$ cat src/rtl/eth_pkg.sv
// eth_pkg: Ethernet framing constants and the GMII transmit state encoding
// shared by the transmit framer and its CRC helper.
package eth_pkg;

  localparam logic [7:0]  ETH_PREAMBLE_BYTE = 8'h55;
  localparam logic [7:0]  ETH_SFD_BYTE      = 8'hD5;
  localparam logic [31:0] ETH_CRC_POLY      = 32'hEDB88320;
  localparam logic [31:0] ETH_CRC_INIT      = 32'hFFFFFFFF;

  typedef enum logic [2:0] {
    TX_IDLE,
    TX_PREAMBLE,
    TX_SFD,
    TX_PAYLOAD,
    TX_PAD,
    TX_FCS,
    TX_DRAIN,
    TX_IFG
  } tx_state_t;

  // Byte counter increment that sticks at 2047 instead of wrapping.
  function automatic logic [10:0] sat_inc11(input logic [10:0] v);
    return (v == 11'h7FF) ? v : v + 11'd1;
  endfunction

endpackage

$ cat src/rtl/crc32_d8.sv
// crc32_d8: one byte of reflected CRC-32 (Ethernet polynomial), purely combinational.
module crc32_d8
  import eth_pkg::*;
(
  input  logic [31:0] crc_in,
  input  logic [7:0]  data_in,
  output logic [31:0] crc_out
);

  logic [31:0] c;

  // Data bits enter LSB first, matching the on-wire bit order.
  always_comb begin
    c = crc_in;
    for (int i = 0; i < 8; i++) begin
      c = (c >> 1) ^ (ETH_CRC_POLY & {32{c[0] ^ data_in[i]}});
    end
    crc_out = c;
  end

endmodule

$ cat src/rtl/gmii_frame_tx.sv
// gmii_frame_tx: GMII transmit framer (preamble, SFD, payload, pad, IFG).
// Define GMII_TX_FCS_EN to compute and append the CRC-32 FCS in hardware.
module gmii_frame_tx
  import eth_pkg::*;
#(
  parameter int PREAMBLE_LEN = 7,
  parameter int MIN_PAYLOAD  = 60,
  parameter int IFG_CYCLES   = 12
) (
  input  logic       gmii_clk_in,
  input  logic       rst_n,
  input  logic [7:0] s_data,
  input  logic       s_valid,
  input  logic       s_last,
  output logic       s_ready,
  output logic [7:0] gmii_data_out,
  output logic       gmii_valid_out,
  output logic       gmii_error_out,
  output logic       busy,
  output logic       frame_done,
  output logic       underflow
);

  tx_state_t   state_q, state_d;
  logic [15:0] cyc_q, cyc_d;
  logic [10:0] cnt_q, cnt_d, cnt_inc;
  logic [7:0]  data_d;
  logic        valid_d, err_d, done_d, uf_d;

`ifdef GMII_TX_FCS_EN
  localparam bit        FCS_ON    = 1'b1;
  localparam tx_state_t BODY_EXIT = TX_FCS;

  logic [31:0] crc_q, crc_next;
  logic [7:0]  fcs_byte;
  logic        crc_en;

  crc32_d8 u_crc (
    .crc_in  (crc_q),
    .data_in (data_d),
    .crc_out (crc_next)
  );

  assign crc_en   = ((state_q == TX_PAYLOAD) && s_valid) || (state_q == TX_PAD);
  assign fcs_byte = 8'(~crc_q >> {cyc_q[1:0], 3'b000});

  always_ff @(posedge gmii_clk_in) begin
    if (!rst_n || state_q == TX_IDLE) crc_q <= ETH_CRC_INIT;
    else if (crc_en)                  crc_q <= crc_next;
  end
`else
  localparam bit        FCS_ON    = 1'b0;
  localparam tx_state_t BODY_EXIT = TX_IFG;
`endif

  assign cnt_inc = sat_inc11(cnt_q);
  assign busy    = (state_q != TX_IDLE);
  assign s_ready = (state_q == TX_PAYLOAD) || (state_q == TX_DRAIN);

  // Each state computes the byte for its own cycle; the registers below
  // present it one edge later, giving the one-cycle payload latency.
  always_comb begin
    state_d = state_q;
    cyc_d   = cyc_q;
    cnt_d   = cnt_q;
    data_d  = 8'h00;
    valid_d = 1'b0;
    err_d   = 1'b0;
    done_d  = 1'b0;
    uf_d    = 1'b0;
    case (state_q)
      TX_IDLE: begin
        cyc_d = '0;
        cnt_d = '0;
        if (s_valid) state_d = TX_PREAMBLE;
      end
      TX_PREAMBLE: begin
        data_d  = ETH_PREAMBLE_BYTE;
        valid_d = 1'b1;
        if (cyc_q == 16'(PREAMBLE_LEN - 1)) begin
          cyc_d   = '0;
          state_d = TX_SFD;
        end else begin
          cyc_d = cyc_q + 16'd1;
        end
      end
      TX_SFD: begin
        data_d  = ETH_SFD_BYTE;
        valid_d = 1'b1;
        state_d = TX_PAYLOAD;
      end
      TX_PAYLOAD: begin
        valid_d = 1'b1;
        if (s_valid) begin
          data_d = s_data;
          cnt_d  = cnt_inc;
          if (s_last) begin
            if (cnt_inc < 11'(MIN_PAYLOAD)) begin
              state_d = TX_PAD;
            end else begin
              state_d = BODY_EXIT;
              done_d  = !FCS_ON;
            end
          end
        end else begin
          err_d   = 1'b1;
          uf_d    = 1'b1;
          state_d = TX_DRAIN;
        end
      end
      TX_PAD: begin
        valid_d = 1'b1;
        cnt_d   = cnt_inc;
        if (cnt_inc >= 11'(MIN_PAYLOAD)) begin
          state_d = BODY_EXIT;
          done_d  = !FCS_ON;
        end
      end
`ifdef GMII_TX_FCS_EN
      TX_FCS: begin
        data_d  = fcs_byte;
        valid_d = 1'b1;
        if (cyc_q[1:0] == 2'd3) begin
          cyc_d   = '0;
          done_d  = 1'b1;
          state_d = TX_IFG;
        end else begin
          cyc_d = cyc_q + 16'd1;
        end
      end
`endif
      TX_DRAIN: begin
        if (s_valid && s_last) state_d = TX_IFG;
      end
      TX_IFG: begin
        if (cyc_q == 16'(IFG_CYCLES - 1)) begin
          cyc_d   = '0;
          state_d = TX_IDLE;
        end else begin
          cyc_d = cyc_q + 16'd1;
        end
      end
      default: state_d = TX_IDLE;
    endcase
  end

  always_ff @(posedge gmii_clk_in) begin
    if (!rst_n) begin
      state_q        <= TX_IDLE;
      cyc_q          <= '0;
      cnt_q          <= '0;
      gmii_data_out  <= 8'h00;
      gmii_valid_out <= 1'b0;
      gmii_error_out <= 1'b0;
      frame_done     <= 1'b0;
      underflow      <= 1'b0;
    end else begin
      state_q        <= state_d;
      cyc_q          <= cyc_d;
      cnt_q          <= cnt_d;
      gmii_data_out  <= data_d;
      gmii_valid_out <= valid_d;
      gmii_error_out <= err_d;
      frame_done     <= done_d;
      underflow      <= uf_d;
    end
  end

endmodule
$ cat config.mk
export PLATFORM = sky130hd
export DESIGN_NAME = gmii_frame_tx
export DESIGN_NICKNAME = d
export VERILOG_FILES = /design/src/rtl/eth_pkg.sv /design/src/rtl/crc32_d8.sv /design/src/rtl/gmii_frame_tx.sv
export SDC_FILE = /design/constraint.sdc
export NUM_CORES = 1
export LEC_CHECK = 0
export CORE_MARGIN = 2
export CORE_UTILIZATION = 40
export DETAILED_ROUTE_END_ITERATION = 7
export PLACE_DENSITY = 0.61
export SYNTH_ARGS = -nofsm -noshare
export SYNTH_HDL_FRONTEND = slang
export SYNTH_SLANG_ARGS = --single-unit
$ cat constraint.sdc
create_clock -name gmii_clk_in -period 5 [get_ports gmii_clk_in]
set_input_delay 0.5 -clock gmii_clk_in [delete_from_list [all_inputs] [get_ports gmii_clk_in]]
set_output_delay 0.5 -clock gmii_clk_in [all_outputs]
set_load 0.01 [all_outputs]
# Yosys cells after proc, flatten, opt, wreduce, memory -nomap -nowiden

Cells that the tools add are included.

Add/sub/neg operators: 2
Reduce and logical (&&, ||, !) cells: 10
Multiplexer cells: 24
Equality and inequality tests: 16
Order comparisons: 2

Operators with widths:

| operator              | number |
|---|---|
| $pmux 16 s3           | 1 |
| $pmux 11 s3           | 1 |
| $mux 16               | 2 |
| $pmux 8 s3            | 1 |
| $mux 11               | 2 |
| $mux 3                | 7 |
| $pmux 3 s7            | 1 |
| $add 16x1->16 const B | 1 |
| $eq 16x3->1 const B   | 1 |
| $eq 16x4->1 const B   | 1 |
| $add 11x1->11 const B | 1 |
| $eq 11x11->1 const B  | 1 |
| $ge 11x6->1 const B   | 1 |
| $lt 11x6->1 const B   | 1 |
| $ne 2x2->1 const B    | 5 |
| $eq 3x3->1 const B    | 3 |
| $reduce_bool 3->1     | 3 |
| $mux 8                | 1 |
| $eq 3x2->1 const B    | 2 |
| $mux 1                | 6 |
| $reduce_and 6->1      | 1 |
| $reduce_and 2->1      | 2 |
| $reduce_or 4->1       | 1 |
| $eq 3x1->1 const B    | 1 |
| other kinds (7)       | 7 |

Word-level logic and storage cells: 61
Bits in registers: 41
Output and inout port bits: 14
Input bits: 12

# Depth between registers and ports, before layout

Depth in word-level cells: 7
Depth in mapped cells: 8
Depth with buffers taken out: 7

# Least setup slack after synthesis

Ideal clock, no wire load.

Path type: register -> register
Start point: register cyc_q[4]
End point: register cyc_q[15]
Cell stages (with the launch flop): 7
Required time: 4.881 ns
Path slack: 3.095 ns
Period minus slack after synthesis: 1.905 ns
Arrival time: 1.786 ns
Library setup time: 0.119 ns
Path buffers: 1
Path through: dfxtp_1 or4_4 o311ai_4 and2_4 buf_6 nor3_1 o221a_1

Word-level cells in the longest chain between the ends: 3
Elaborated cells on any way between the ends: 6
Classes of those cells: 1 x add/sub; 2 x eq/ne; 3 x mux

RTL lines:

| item                                  | RTL line                                  | source |
|---|---|---|
| start, declared                       | gmii_frame_tx.sv:25                       | `logic [15:0] cyc_q, cyc_d;` |
| start signal, assigned                | gmii_frame_tx.sv:159                      | `cyc_q <= cyc_d;` |
| $add 16x1->16 (tied with other cells) | gmii_frame_tx.sv:84, gmii_frame_tx.sv:140 |  |
| $mux 16 (on tied branches)            | gmii_frame_tx.sv:136, gmii_frame_tx.sv:80 |  |
| $pmux 16 s3 *                         | gmii_frame_tx.sv:71                       | `case (state_q)` |

Every way passes the cells marked *; elsewhere a longest branch is shown, timed or not.
A chain may end at the register's enable or synchronous reset.

# Final worst setup path

Start point: input s_valid
End point: register cnt_q[3]

Word-level cells in the longest chain between the ends: 2

RTL lines:

| item                              | RTL line             | source |
|---|---|---|
| start, declared                   | gmii_frame_tx.sv:13  | `input logic s_valid,` |
| $ne 2x2->1 (no source line)       | --                   |  |
| $reduce_and 2->1 (no source line) | --                   |  |
| end signal, assigned              | gmii_frame_tx.sv:160 | `cnt_q <= cnt_d;` |
| end, declared                     | gmii_frame_tx.sv:26  | `logic [10:0] cnt_q, cnt_d, cnt_inc;` |

No other way between the ends.

==> out/results.tsv <==
metric	value	unit
status	finished, final reports clean	
Clock Power Share	39.8	%
Req. time, crit path	5.22	ns
slowest library cell on the worst path	clkdlybuf4s50_1	
Post-CTS Resized	0	
Slew Viols, Final	0	
post-synthesis sequential area ratio	36.3	%
Post CTS Setup Buffer Count	0	
Placer Congestion	0.871	
final setup fails	0	
flop and latch count out of synthesis	41	
pwr dens	250	nW/um2
Max Cap Viol	0	
total track usage	18.1	%
synthesized cell area	2260	um2
Ant. Diodes	0	
slew of the pin with the lowest slew margin	0.813	ns
CTS Buffer Depth	2	
max_slew headroom	45.7	%
worst-path cell chain	clkdlybuf4s50_1, nand4b_1, o21ai_1, nand2_1, or4_1, a31oi_1	
mean post-synth cell area	8.01	um2
DRT Pass-1 Iters	4	
Peak Freq	401	MHz
routed vias	2132	
reg2reg setup slack	2.63	ns
worst hold path type	reg -> reg	
core area	5470	um2
CTS tree	done	
H-tree depth	2	
Int Power	501	uW
sequential group share of total power	51.5	%
WP data arrival	2.71	ns
antenna violations before repair	0	
Worst Path Max Fanout	12	
hold buffers post-CTS	0	
Yosys warnings	0	
Synth top area share	36.3	%
global route total overflow	0	
clock network latency to the later pin of the worst-skew pair	0.30	ns
largest net degree at the start of global routing	25	
nets@finish	312	
Leakage	0.945	nW
CP peak stage delay	0.71	ns
Synth area leaders	dfxtp_1 36%, a21oi_1 6.0%, nand2_1 5.0%	
area leader, netlist	dfxtp_1	
Hold Fails Final Rpt	0	
wire length on met2	2.60	mm
Vias per Instance	5.78	
crit path kind	in -> reg	
synth unique cells	51	
Comb pwr share	8.8	%
ys async rst share	0	%
Switching Share	23.8	%
Worst VDD drop	0.000260	V
Main synth FF type	dfxtp_1	
number of global-route vias before repair	2010	
Placed Instance Area	2520	um2
CP Launch Type	input pin	
Tcrit/Tclk final	49.8	%
top-level port count	26	
Post-DP HPWL	3.64	mm
Port Buffers	25	
Met3 Routed Length	138	um
Chip Height	79.1	um
unrepaired setup endpoints after global routing	no	
Mapped Nets	297	
CP Buf/Inv Count	1	
DR iter-0 viols	150	
area delta synth->final	16.3	%
Root Buffer	clkbuf_8	
drt total wl	5.31	mm
Post-Synthesis Cells	282	
fraction of layout cells with a size suffix above 1	6.40	%
Post-DRT Antenna Nets	0	
delay-heaviest family, CP	simple AND/OR/NAND/NOR gates	
capturing element type of the critical path	flop	
final instance area	2630	um2
CTS buffer count	5	
DRC violations left	0	
drt wl/cell	14.4	um
Post-synth EDFFs	0	
clock sink count	41	
die area	6260	um2
Rows	27	
Sw Pwr	156	uW
clock skew	0.00831	ns
top sig layer	met4	
setup TNS	0	ns
clock-pin slew on the worst setup and hold paths	0.08	ns
initial core utilization	41.3	%
die width	79.1	um
fin crit period	2.49	ns
M1 WL	2.55	mm
first-pass GRT wire length	9.07	mm
## layout by cell type (no fill, tap or decap), types with 3 or more instances in the layout
cell type and count:
nand2_1 30, and2_1 4, o211a_1 6, a31oi_1 8
or4_4 3, clkdlybuf4s50_1 25, nor3_1 13, and3_1 12
o21ai_0 16, ha_1 3, inv_1 7, nand4_1 6
a211oi_1 3, o21a_1 4, a21oi_1 27, or3_1 7
or4_1 4, clkbuf_8 5, and4_1 5, o211ai_1 4
nor2_1 14, dfxtp_1 41, nand3_1 16
## power by group through the flow
| stage | Clock (mW) | Sequential, mW | Combinational [mW] |
|---|---|---|---|
| after floorplan | 0 | 0.342 | 0.0362 |
| final | 0.261 | 0.338 | 0.0577 |
| after global routing | 0.282 | 0.339 | 0.0633 |
| after detailed placement | 0 | 0.346 | 0.0577 |
| after CTS | 0.267 | 0.338 | 0.0582 |
| after global placement | 0 | 0.346 | 0.0576 |
## path summary, 6_finish.rpt
| check | from | endpoint | cells after the start |
|---|---|---|---|
| worst min register to register | cnt_q[1] | cnt_q[1] | 2 |
| worst min-delay path | cnt_q[1] | cnt_q[1] | 2 |
| worst max-delay path | s_valid | cnt_q[3] | 6 |
| worst max register to register | state_q[0] | cnt_q[3] | 5 |
## final cells by class
class | count | area, um2
Multi-Input combinational cell | 216 | 1330
Fill cell | 551 | 2850
Timing Repair Buffer | 26 | 258
Clock buffer | 5 | 68.8
Tap cell | 72 | 90.1
Inverter | 7 | 26.3
Sequential cell | 41 | 821
Clock inverter | 2 | 35.0
## cell usage after synthesis, types with 2 or more instances
cell type,instances
xor2_1,2
a311oi_1,2
dfxtp_1,41
and4_1,5
o211ai_1,4
nand2_1,30
nor3_1,13
nor2_1,14
and3_1,12
and2_1,4
a21oi_1,27
clkbuf_1,12
o21ai_0,16
nand3_1,16
or4_1,4
or3_1,7
or4_4,3
nand4_1,6
inv_1,7
nand2b_1,2
buf_2,4
a2bb2oi_1,2
o211a_1,6
o21a_1,4
a31oi_1,8
a211oi_1,3
ha_1,3
and3b_1,2
## worst register-to-register path, cell delays in order, from the launching register on
cell     delay (ns)
dfxtp_1        0.70
nand2_1        0.32
o21ai_2        0.42
nand2_1        0.17
or4_1          0.52
a31oi_1        0.17
## stage by stage
step | utilization, % | hold WS, ns | setup WS [ns] | std cells | power (mW)
after CTS | 48.0 | 0.502 | 2.55 | 369 | 0.663
after global placement | 46.1 | 0.493 | 2.31 | 362 | 0.403
after detailed placement | 46.1 | 0.491 | 2.25 | 362 | 0.404
after floorplan | - | 0.471 | 3.10 | 282 | 0.379
after global routing | 48.0 | 0.527 | 2.41 | 369 | 0.684
final | 48.0 | 0.505 | 2.51 | 369 | 0.657
## logic make-up (layout without fill, tap and decap cells)
family,after synthesis,count (layout),synth area share [%]
buf+inv,25,40,4.88
xor+xnor,3,3,1.16
flops,41,41,36.3
fa+ha+maj,3,3,1.66
compound gates,82,82,24.3
simple gates,128,128,31.6
## metal layers
metal / global-route usage (%) / vias to the layer above
met4: 6.21 / 0
met5: 0 / -
met3: 5.00 / 4
li1: - / 1093
met2: 30.4 / 39
met1: 22.3 / 996
## flip-flops by register name (all words and copies together), names as in the netlist
register	cells
cyc_q	16
cnt_q	11
gmii_data_out	8
state_q	3
frame_done	1
gmii_valid_out	1
underflow	1
Note: power is estimated with default switching activity, not from simulation.
